===== src/rtl/traffic_light_ctrl.sv =====
// Round-robin multi-approach traffic-light controller with pedestrian walk
// phases and emergency pre-emption; every output comes straight from a flop.
module traffic_light_ctrl #(
   parameter int NUM_DIR    = 2,
   parameter int DIR_W      = 3,
   parameter int CNT_W      = 8,
   parameter int GREEN_CYC  = 8,
   parameter int YELLOW_CYC = 3,
   parameter int ALLRED_CYC = 2,
   parameter int WALK_CYC   = 6
) (
   input  logic                   clk,
   input  logic                   reset,
   input  logic [NUM_DIR-1:0]     ped_req,
   input  logic                   emerg_req,
   input  logic [DIR_W-1:0]       emerg_dir,
   output logic [2*NUM_DIR-1:0]   color,
   output logic [NUM_DIR-1:0]     walk,
   output logic [2:0]             action,
   output logic [DIR_W-1:0]       active_dir,
   output logic [CNT_W-1:0]       remaining
);

   typedef enum logic [2:0] {
      PH_ALLRED = 3'd0,
      PH_GREEN  = 3'd1,
      PH_YELLOW = 3'd2,
      PH_WALK   = 3'd3,
      PH_EMERG  = 3'd4
   } phase_t;

   localparam logic [CNT_W-1:0] CNT_ZERO  = {CNT_W{1'b0}};
   localparam logic [CNT_W-1:0] ALLRED_LD = CNT_W'(ALLRED_CYC - 1);
   localparam logic [CNT_W-1:0] GREEN_LD  = CNT_W'(GREEN_CYC - 1);
   localparam logic [CNT_W-1:0] YELLOW_LD = CNT_W'(YELLOW_CYC - 1);
   localparam logic [CNT_W-1:0] WALK_LD   = CNT_W'(WALK_CYC - 1);
   localparam logic [DIR_W-1:0] DIR_ZERO  = {DIR_W{1'b0}};
   localparam logic [DIR_W-1:0] LAST_DIR  = DIR_W'(NUM_DIR - 1);
   localparam logic [DIR_W:0]   NUM_DIR_X = (DIR_W + 1)'(NUM_DIR);

   function automatic logic [NUM_DIR-1:0] dir_onehot(input logic [DIR_W-1:0] d);
      logic [NUM_DIR-1:0] oh;
      for (int i = 0; i < NUM_DIR; i++) begin
         oh[i] = (d == DIR_W'(i));
      end
      return oh;
   endfunction

   phase_t               phase_r, phase_s;
   logic [DIR_W-1:0]     dir_r, dir_s, next_dir_s, emerg_dir_s;
   logic [CNT_W-1:0]     rem_r, rem_s;
   logic [NUM_DIR-1:0]   ped_pend_r, ped_pend_s, ped_clr_s;
   logic [NUM_DIR-1:0]   walk_r, walk_s, lane_s;
   logic [2*NUM_DIR-1:0] color_r, color_s;
   logic [1:0]           lamp_s;
   logic                 emerg_pend_r, emerg_pend_s, done_s;

   // Approach arithmetic: end-of-phase flag, rotation successor, sanitised emergency approach
   always_comb begin
      done_s = (rem_r == CNT_ZERO);
      if (dir_r == LAST_DIR) begin
         next_dir_s = DIR_ZERO;
      end else begin
         next_dir_s = dir_r + DIR_W'(1);
      end
      if ({1'b0, emerg_dir} < NUM_DIR_X) begin
         emerg_dir_s = emerg_dir;
      end else begin
         emerg_dir_s = DIR_ZERO;
      end
   end

   // Phase sequencing: next phase, served approach, timer and request latches
   always_comb begin
      phase_s   = phase_r;
      dir_s     = dir_r;
      rem_s     = rem_r - CNT_W'(1);
      ped_clr_s = {NUM_DIR{1'b0}};
      case (phase_r)
         PH_ALLRED: begin
            if (!done_s) begin
               phase_s = PH_ALLRED;
            end else if (emerg_pend_r || emerg_req) begin
               phase_s = PH_EMERG;
               dir_s   = emerg_dir_s;
               rem_s   = CNT_ZERO;
            end else if (|(ped_pend_r & dir_onehot(next_dir_s))) begin
               phase_s   = PH_WALK;
               dir_s     = next_dir_s;
               rem_s     = WALK_LD;
               ped_clr_s = dir_onehot(next_dir_s);
            end else begin
               phase_s = PH_GREEN;
               dir_s   = next_dir_s;
               rem_s   = GREEN_LD;
            end
         end
         PH_WALK: begin
            if (emerg_req) begin
               phase_s = PH_ALLRED;
               rem_s   = ALLRED_LD;
            end else if (done_s) begin
               phase_s = PH_GREEN;
               rem_s   = GREEN_LD;
            end else begin
               phase_s = PH_WALK;
            end
         end
         PH_GREEN: begin
            // Pre-emption for the approach already green keeps the lamp lit into EMERG
            if (emerg_req && (emerg_dir_s == dir_r)) begin
               phase_s = PH_EMERG;
               rem_s   = CNT_ZERO;
            end else if (emerg_req || done_s) begin
               phase_s = PH_YELLOW;
               rem_s   = YELLOW_LD;
            end else begin
               phase_s = PH_GREEN;
            end
         end
         PH_YELLOW: begin
            if (done_s) begin
               phase_s = PH_ALLRED;
               rem_s   = ALLRED_LD;
            end else begin
               phase_s = PH_YELLOW;
            end
         end
         PH_EMERG: begin
            if (emerg_req) begin
               phase_s = PH_EMERG;
               rem_s   = CNT_ZERO;
            end else begin
               phase_s = PH_YELLOW;
               rem_s   = YELLOW_LD;
            end
         end
         default: begin
            phase_s = PH_ALLRED;
            dir_s   = LAST_DIR;
            rem_s   = ALLRED_LD;
         end
      endcase

      // A request arriving in the same cycle as the clear survives
      ped_pend_s = (ped_pend_r & ~ped_clr_s) | ped_req;
      if (phase_s == PH_EMERG) begin
         emerg_pend_s = 1'b0;
      end else begin
         emerg_pend_s = emerg_pend_r | emerg_req;
      end
   end

   // Lamp and walk decode from the upcoming phase so the outputs can be registered
   always_comb begin
      lane_s = dir_onehot(dir_s);
      case (phase_s)
         PH_GREEN:  lamp_s = 2'b01;
         PH_EMERG:  lamp_s = 2'b01;
         PH_YELLOW: lamp_s = 2'b10;
         default:   lamp_s = 2'b00;
      endcase
      for (int i = 0; i < NUM_DIR; i++) begin
         color_s[2*i +: 2] = lane_s[i] ? lamp_s : 2'b00;
      end
      walk_s = (phase_s == PH_WALK) ? lane_s : {NUM_DIR{1'b0}};
   end

   // State and output registers with synchronous reset
   always_ff @(posedge clk) begin
      if (reset) begin
         phase_r      <= PH_ALLRED;
         dir_r        <= LAST_DIR;
         rem_r        <= ALLRED_LD;
         ped_pend_r   <= {NUM_DIR{1'b0}};
         emerg_pend_r <= 1'b0;
         color_r      <= {(2*NUM_DIR){1'b0}};
         walk_r       <= {NUM_DIR{1'b0}};
      end else begin
         phase_r      <= phase_s;
         dir_r        <= dir_s;
         rem_r        <= rem_s;
         ped_pend_r   <= ped_pend_s;
         emerg_pend_r <= emerg_pend_s;
         color_r      <= color_s;
         walk_r       <= walk_s;
      end
   end

   assign action     = phase_r;
   assign active_dir = dir_r;
   assign remaining  = rem_r;
   assign color      = color_r;
   assign walk       = walk_r;

endmodule


===== config.mk =====
export PLATFORM = sky130hd
export DESIGN_NAME = traffic_light_ctrl
export DESIGN_NICKNAME = d
export VERILOG_FILES = /design/src/rtl/traffic_light_ctrl.sv
export SDC_FILE = /design/constraint.sdc
export NUM_CORES = 1
export LEC_CHECK = 0
export ABC_AREA = 0
export CAP_MARGIN = 0
export CORE_MARGIN = 8
export CORE_UTILIZATION = 50
export CTS_CLUSTER_SIZE = 16
export DETAILED_ROUTE_END_ITERATION = 8
export PLACE_DENSITY = 0.79
export RECOVER_POWER = 50
export SKIP_LAST_GASP = 1
export SLEW_MARGIN = 10
export SYNTH_ARGS = -nofsm -noshare
export SYNTH_HDL_FRONTEND = slang
export SYNTH_SLANG_ARGS = --single-unit

===== constraint.sdc =====
create_clock -name clk -period 3.5 [get_ports clk]
set_clock_uncertainty 0.15 [all_clocks]
set_input_delay 1.05 -clock clk [delete_from_list [all_inputs] [get_ports clk]]
set_output_delay 1.05 -clock clk [all_outputs]
set_load 0.05 [all_outputs]

**Word level (Yosys, flattened, before mapping)**

Cells that the tools add are included.

- Bits in registers: 23
- Input bits: 8
- Output and inout port bits: 20

- Add/subtract/negate cells: 2
- Order comparisons: 1
- Equal/unequal tests: 12
- Multiplexer cells: 30
- Bitwise gates (word level): 8
- Reductions and logical operators: 14

Operators by type and width:

| cell | number |
|---|---|
| two-way mux 8 bit | 6 |
| one-hot mux 8 bit (5 select lines) | 1 |
| two-way mux 3 bit | 9 |
| two-way mux 2 bit | 11 |
| == test 3 x 1 -> 1 bit, second input constant | 5 |
| one-hot mux 3 bit (5 select lines) | 1 |
| == test 3 x 2 -> 1 bit, second input constant | 4 |
| OR reduction 2 bit | 6 |
| zero test 3 bit | 3 |
| zero test 8 bit | 1 |
| subtractor 8 x 1 -> 8 bit, second input constant | 1 |
| == test 3 bit, second input constant | 2 |
| one-hot mux 3 bit (2 select lines) | 1 |
| bitwise AND 2 bit | 2 |
| one-hot mux 2 bit (2 select lines) | 1 |
| OR reduction 4 bit | 1 |
| adder 3 x 1 -> 3 bit, second input constant | 1 |
| == test 3 bit | 1 |
| less-than comparator 3 x 2 -> 1 bit, second input constant | 1 |
| NOT 1 bit | 3 |
| logical OR 1 bit | 2 |
| NOT 2 bit | 1 |
| bitwise OR 2 bit | 1 |
| logical AND 1 bit | 1 |
| bitwise OR 1 bit | 1 |

**Depth between registers and ports, before layout**

Gate-level depths: netlist (run 1).

- Depth after elaboration: 12
- Mapped depth: 9
- Mapped depth without buffers: 7

**Worst setup path before layout (run 1)**

Ideal clock, no wire load.

- Kind: register -> register
- Start: register rem_r[0] (netlist: remaining[0])
- End: register color_r[2] (netlist: color[2])
- Setup time: 0.073 ns
- Arrival: 2.534 ns
- Setup slack: 0.743 ns
- Stages on the path, launching flop included: 10
- Buffers on the path: 2
- Cell sequence: dfxtp_1 inv_1 ha_1 or4b_4 buf_6 or2_1 buf_6 a32o_1 o32a_2 nor3b_2

- Cells in the longest elaborated chain, start to end: 8
- Elaborated cells between the ends (all ways): 19

RTL lines:

| what | line | RTL |
|---|---|---|
| start: declaration | 51 | `logic [CNT_W-1:0] rem_r, rem_s;` |
| start signal: assignment | 182 | `rem_r <= rem_s;` |
| zero test 8 bit * | 60 | `done_s = (rem_r == CNT_ZERO);` |
| logical OR 1 bit | 114 | `end else if (emerg_req \|\| done_s) begin` |
| two-way mux 2 bit | 114 |  |
| two-way mux 3 bit | 111 | `if (emerg_req && (emerg_dir_s == dir_r)) begin` |
| one-hot mux 3 bit (5 select lines) | 79 | `case (phase_r)` |
| == test 3 bit / == test 3 x 1 -> 1 bit (equally long branches) | 157 | `case (phase_s)` |
| OR reduction 2 bit (no line) | -- |  |
| one-hot mux 2 bit (2 select lines) | 157 |  |
| end signal: assignment | 177 | `color_r <= {(2*NUM_DIR){1'b0}};` |
| end signal: assignment | 185 | `color_r <= color_s;` |
| end: declaration | 54 | `logic [2*NUM_DIR-1:0] color_r, color_s;` |

Mark *: on every way between the ends. The rest lies on a longest branch, timed or not.
A chain may end at the register's enable or synchronous reset.

**Final worst setup path (run 1)**

- Start: register phase_r[2] (netlist: action[2])
- End: output action[2]

RTL lines:

| what | line | RTL |
|---|---|---|
| start: declaration | 49 | `phase_t phase_r, phase_s;` |
| start signal: assignment | 180 | `phase_r <= phase_s;` |
| end: declaration | 19 | `output logic [2:0] action,` |

No word-level cell between the ends.

==> results.txt, run 1 <==
status = completed
post-CTS setup buffers = 0
crit-path cells = clkdlybuf4s50_1
Slew HR = 64.97%
first-pass GRT wire length = 5388 um
Routed WL = 3202 um
crit-path max cell delay = 0.90 ns
Num CTS Buffers = 3
post-route ant nets = 0
CP bufs+invs = 1
layout cells sized above 1 = 10.11%
minimum clock period = 3.061 ns
P per Cell Area = 896.5 mW/mm^2
Top-Level Pins = 28
via count = 1218
grt total ovfl = 0
Pre-antenna DRT Iters = 4
nature of the critical path startpoint = flop
Initial Utilization = 52.32%
antenna violations before repair = 0
core region area = 0.002477 sq mm
routed wl met2 = 1538 um
r2r endpoint = color[2]
Antenna Diode Count = 0
htree depth = 1
TritonCTS clock tree = yes
synth unique cells = 45
CP max-delay cell = clkdlybuf4s50_1
Hold Path End = ped_pend_r[1]
Post-synth EDFFs = 0
worst hold-check path type = flop to flop
crit path kind = flop to primary output
synthesized instance count = 157
Post-Syn Nets = 166
synth warn = 0
Clock Latency Late Sink = 0.31 ns
final count of pins violating max slew = 0
hold_ws = 0.3559 ns
vias in the first global route = 1145
Final Net Count = 188
die span in y = 66.92 um
Via density = 5.856
Arrival @ worst endpoint = 1.86 ns
setup_tns = 0 ns
Tcrit/Tclk final = 87.45%
Leakage Power = 0.5745 nW
Resized cells post-CTS = 0
CP Max Fanout = 16
fmax = 326.7 MHz
Die Width = 66.92 um
critical path data required time = 2.30 ns
total die area = 0.004478 sq mm
Avg Inst Size Synth = 8.256 sq um
post-synthesis register bit count = 23
Sink Count = 23
Primary FF master, synth = dfxtp_1
unrepaired setup endpoints after global routing = false
row cnt = 18
Min-Delay Path Depth = 2
R2R setup slack = 0.65 ns
buffer levels on the longest clock path = 2
maxcap violations = 0
DRC = 0
Fin. Hold Viols = 0
M1 WL = 1320 um
critical path capture point type = primary output
drt first-iter violations = 90
largest net degree at the start of global routing = 17
uppermost layer routed = met4
ys async rst share = 0%
Routed WL per cell = 15.39 um
VDD IR max = 0.5558 mV
Met3 Wirelength = 284 um
Seq/Total Area, Yosys = 35.52%
Setup Viol. Count Final = 0
CTS root buf = clkbuf_4
Port-buffer cells = 27
dpl hpwl = 2404 um
CP top delay family = buffers and inverters
worst slew pin tran = 0.5237 ns
total global-route track usage = 15.03%
hold_sp = ped_pend_r[1]
GP Congestion = 0.8332
Hold Buf Count CTS = 0
clock slew at reported path FFs = 0.13 ns
area grow syn2layout = 21.53%
Synth Cell Area = 0.001296 sq mm
Reg-to-Reg Start = remaining[0]
FF-to-FF path depth = 7
==> final cells by class <==
class                           count  area [sq um]
Fill cell                         218         902.1
Tap cell                           30         37.54
Timing Repair Buffer               29         285.3
Inverter                            5         18.77
Multi-Input combinational cell    117         747.0
Clock buffer                        4         26.28
Sequential cell                    23         460.4
==> Yosys cell counts (3+ instances only) <==
cell | instances | area share (%)
dfxtp_1 | 23 | 36
nor3b_1 | 3 | 1.7
nor2b_1 | 5 | 2.4
nand2_1 | 12 | 3.5
or2_2 | 3 | 1.4
a31oi_1 | 5 | 2.4
nor4_1 | 6 | 2.9
inv_1 | 5 | 1.4
nor2_1 | 17 | 4.9
clkbuf_1 | 10 | 2.9
nor3_1 | 4 | 1.5
xnor2_1 | 5 | 3.4
o21ai_0 | 8 | 3.1
nand3_1 | 4 | 1.5
a21oi_1 | 9 | 3.5
==> worst max path at each step <==
stage                            start        end  slack (ns)  cells past startpoint
after floorplan           remaining[0]   color[2]        0.74                      9
after global placement    emerg_dir[0]   color[3]        0.29                      6
after detailed placement  emerg_dir[0]   color[3]        0.20                      6
after CTS                    action[2]  action[2]        0.43                      1
after global routing         emerg_req    walk[1]        0.34                      7
final                        action[2]  action[2]        0.44                      1
==> layer usage <==
metal	track usage, %	vias to the layer above
met3	4.195	7
met2	23.78	44
met5	0	-
met4	6.266	0
li1	-	612
met1	18.58	555
==> flip-flops by register name, indices dropped and copies added, names as in the netlist <==
signal	cells
remaining	8
color	4
action	3
active_dir	3
ped_pend_r	2
walk	2
emerg_pend_r	1
==> cell usage in the layout, fill, tap and decap left out, types with 3 or more instances in the layout <==
cell type / netlist / routed
inv_1: 5 / 5
dfxtp_1: 23 / 23
clkbuf_4: 0 / 3
xnor2_1: 5 / 5
nor3b_1: 3 / 3
dlygate4sd3_1: 0 / 12
a21oi_1: 9 / 9
nor4_1: 6 / 7
or2_2: 3 / 3
nor3_1: 4 / 4
clkdlybuf4s50_1: 0 / 15
nand3_1: 4 / 4
o21ai_0: 8 / 8
nor2_1: 17 / 17
nand2_1: 12 / 12
a31oi_1: 5 / 5
nor2b_1: 5 / 5
==> cell families (layout without fill, tap and decap cells) <==
kind of cell,Yosys count,after routing,share of synthesized area [%]
and+or+nand+nor,72,72,32.72
AOI/OAI and AO/OA,36,36,18.82
buffers and inverters,17,38,6.081
adders and majority gates,1,1,0.9651
muxes,3,3,2.510
DFF,23,23,35.52
xor gates and xnor gates,5,5,3.378
==> metrics by stage <==
| step | util [%] | total power [mW] | setup WS [ns] | instances | cell area [sq um] |
|---|---|---|---|---|---|
| after floorplan | - | 1.119 | 0.7433 | 157 | 1296 |
| after global placement | 62.93 | 1.302 | 0.2945 | 204 | 1559 |
| after detailed placement | 62.93 | 1.319 | 0.2031 | 204 | 1559 |
| after CTS | 63.99 | 1.443 | 0.4263 | 208 | 1585 |
| after global routing | 63.59 | 1.511 | 0.3376 | 208 | 1575 |
| final | 63.59 | 1.412 | 0.4393 | 208 | 1575 |
==> report_power, final <==
part	internal [mW]	leakage (nW)	switching, mW	total, mW
clock network	0.0445	0.0150	0.0797	0.124
logic	0.323	0.371	0.549	0.873
registers	0.330	0.188	0.0852	0.415
Note: power is estimated with default switching activity, not from simulation.
==> run 2, diff against run 1 <==
Settings changed: SLEW_MARGIN 10 to 20, TNS_END_PERCENT set to 30.
==> results of run 2 <==
The final DEF is identical to that of run 1; final timing and power are the same.
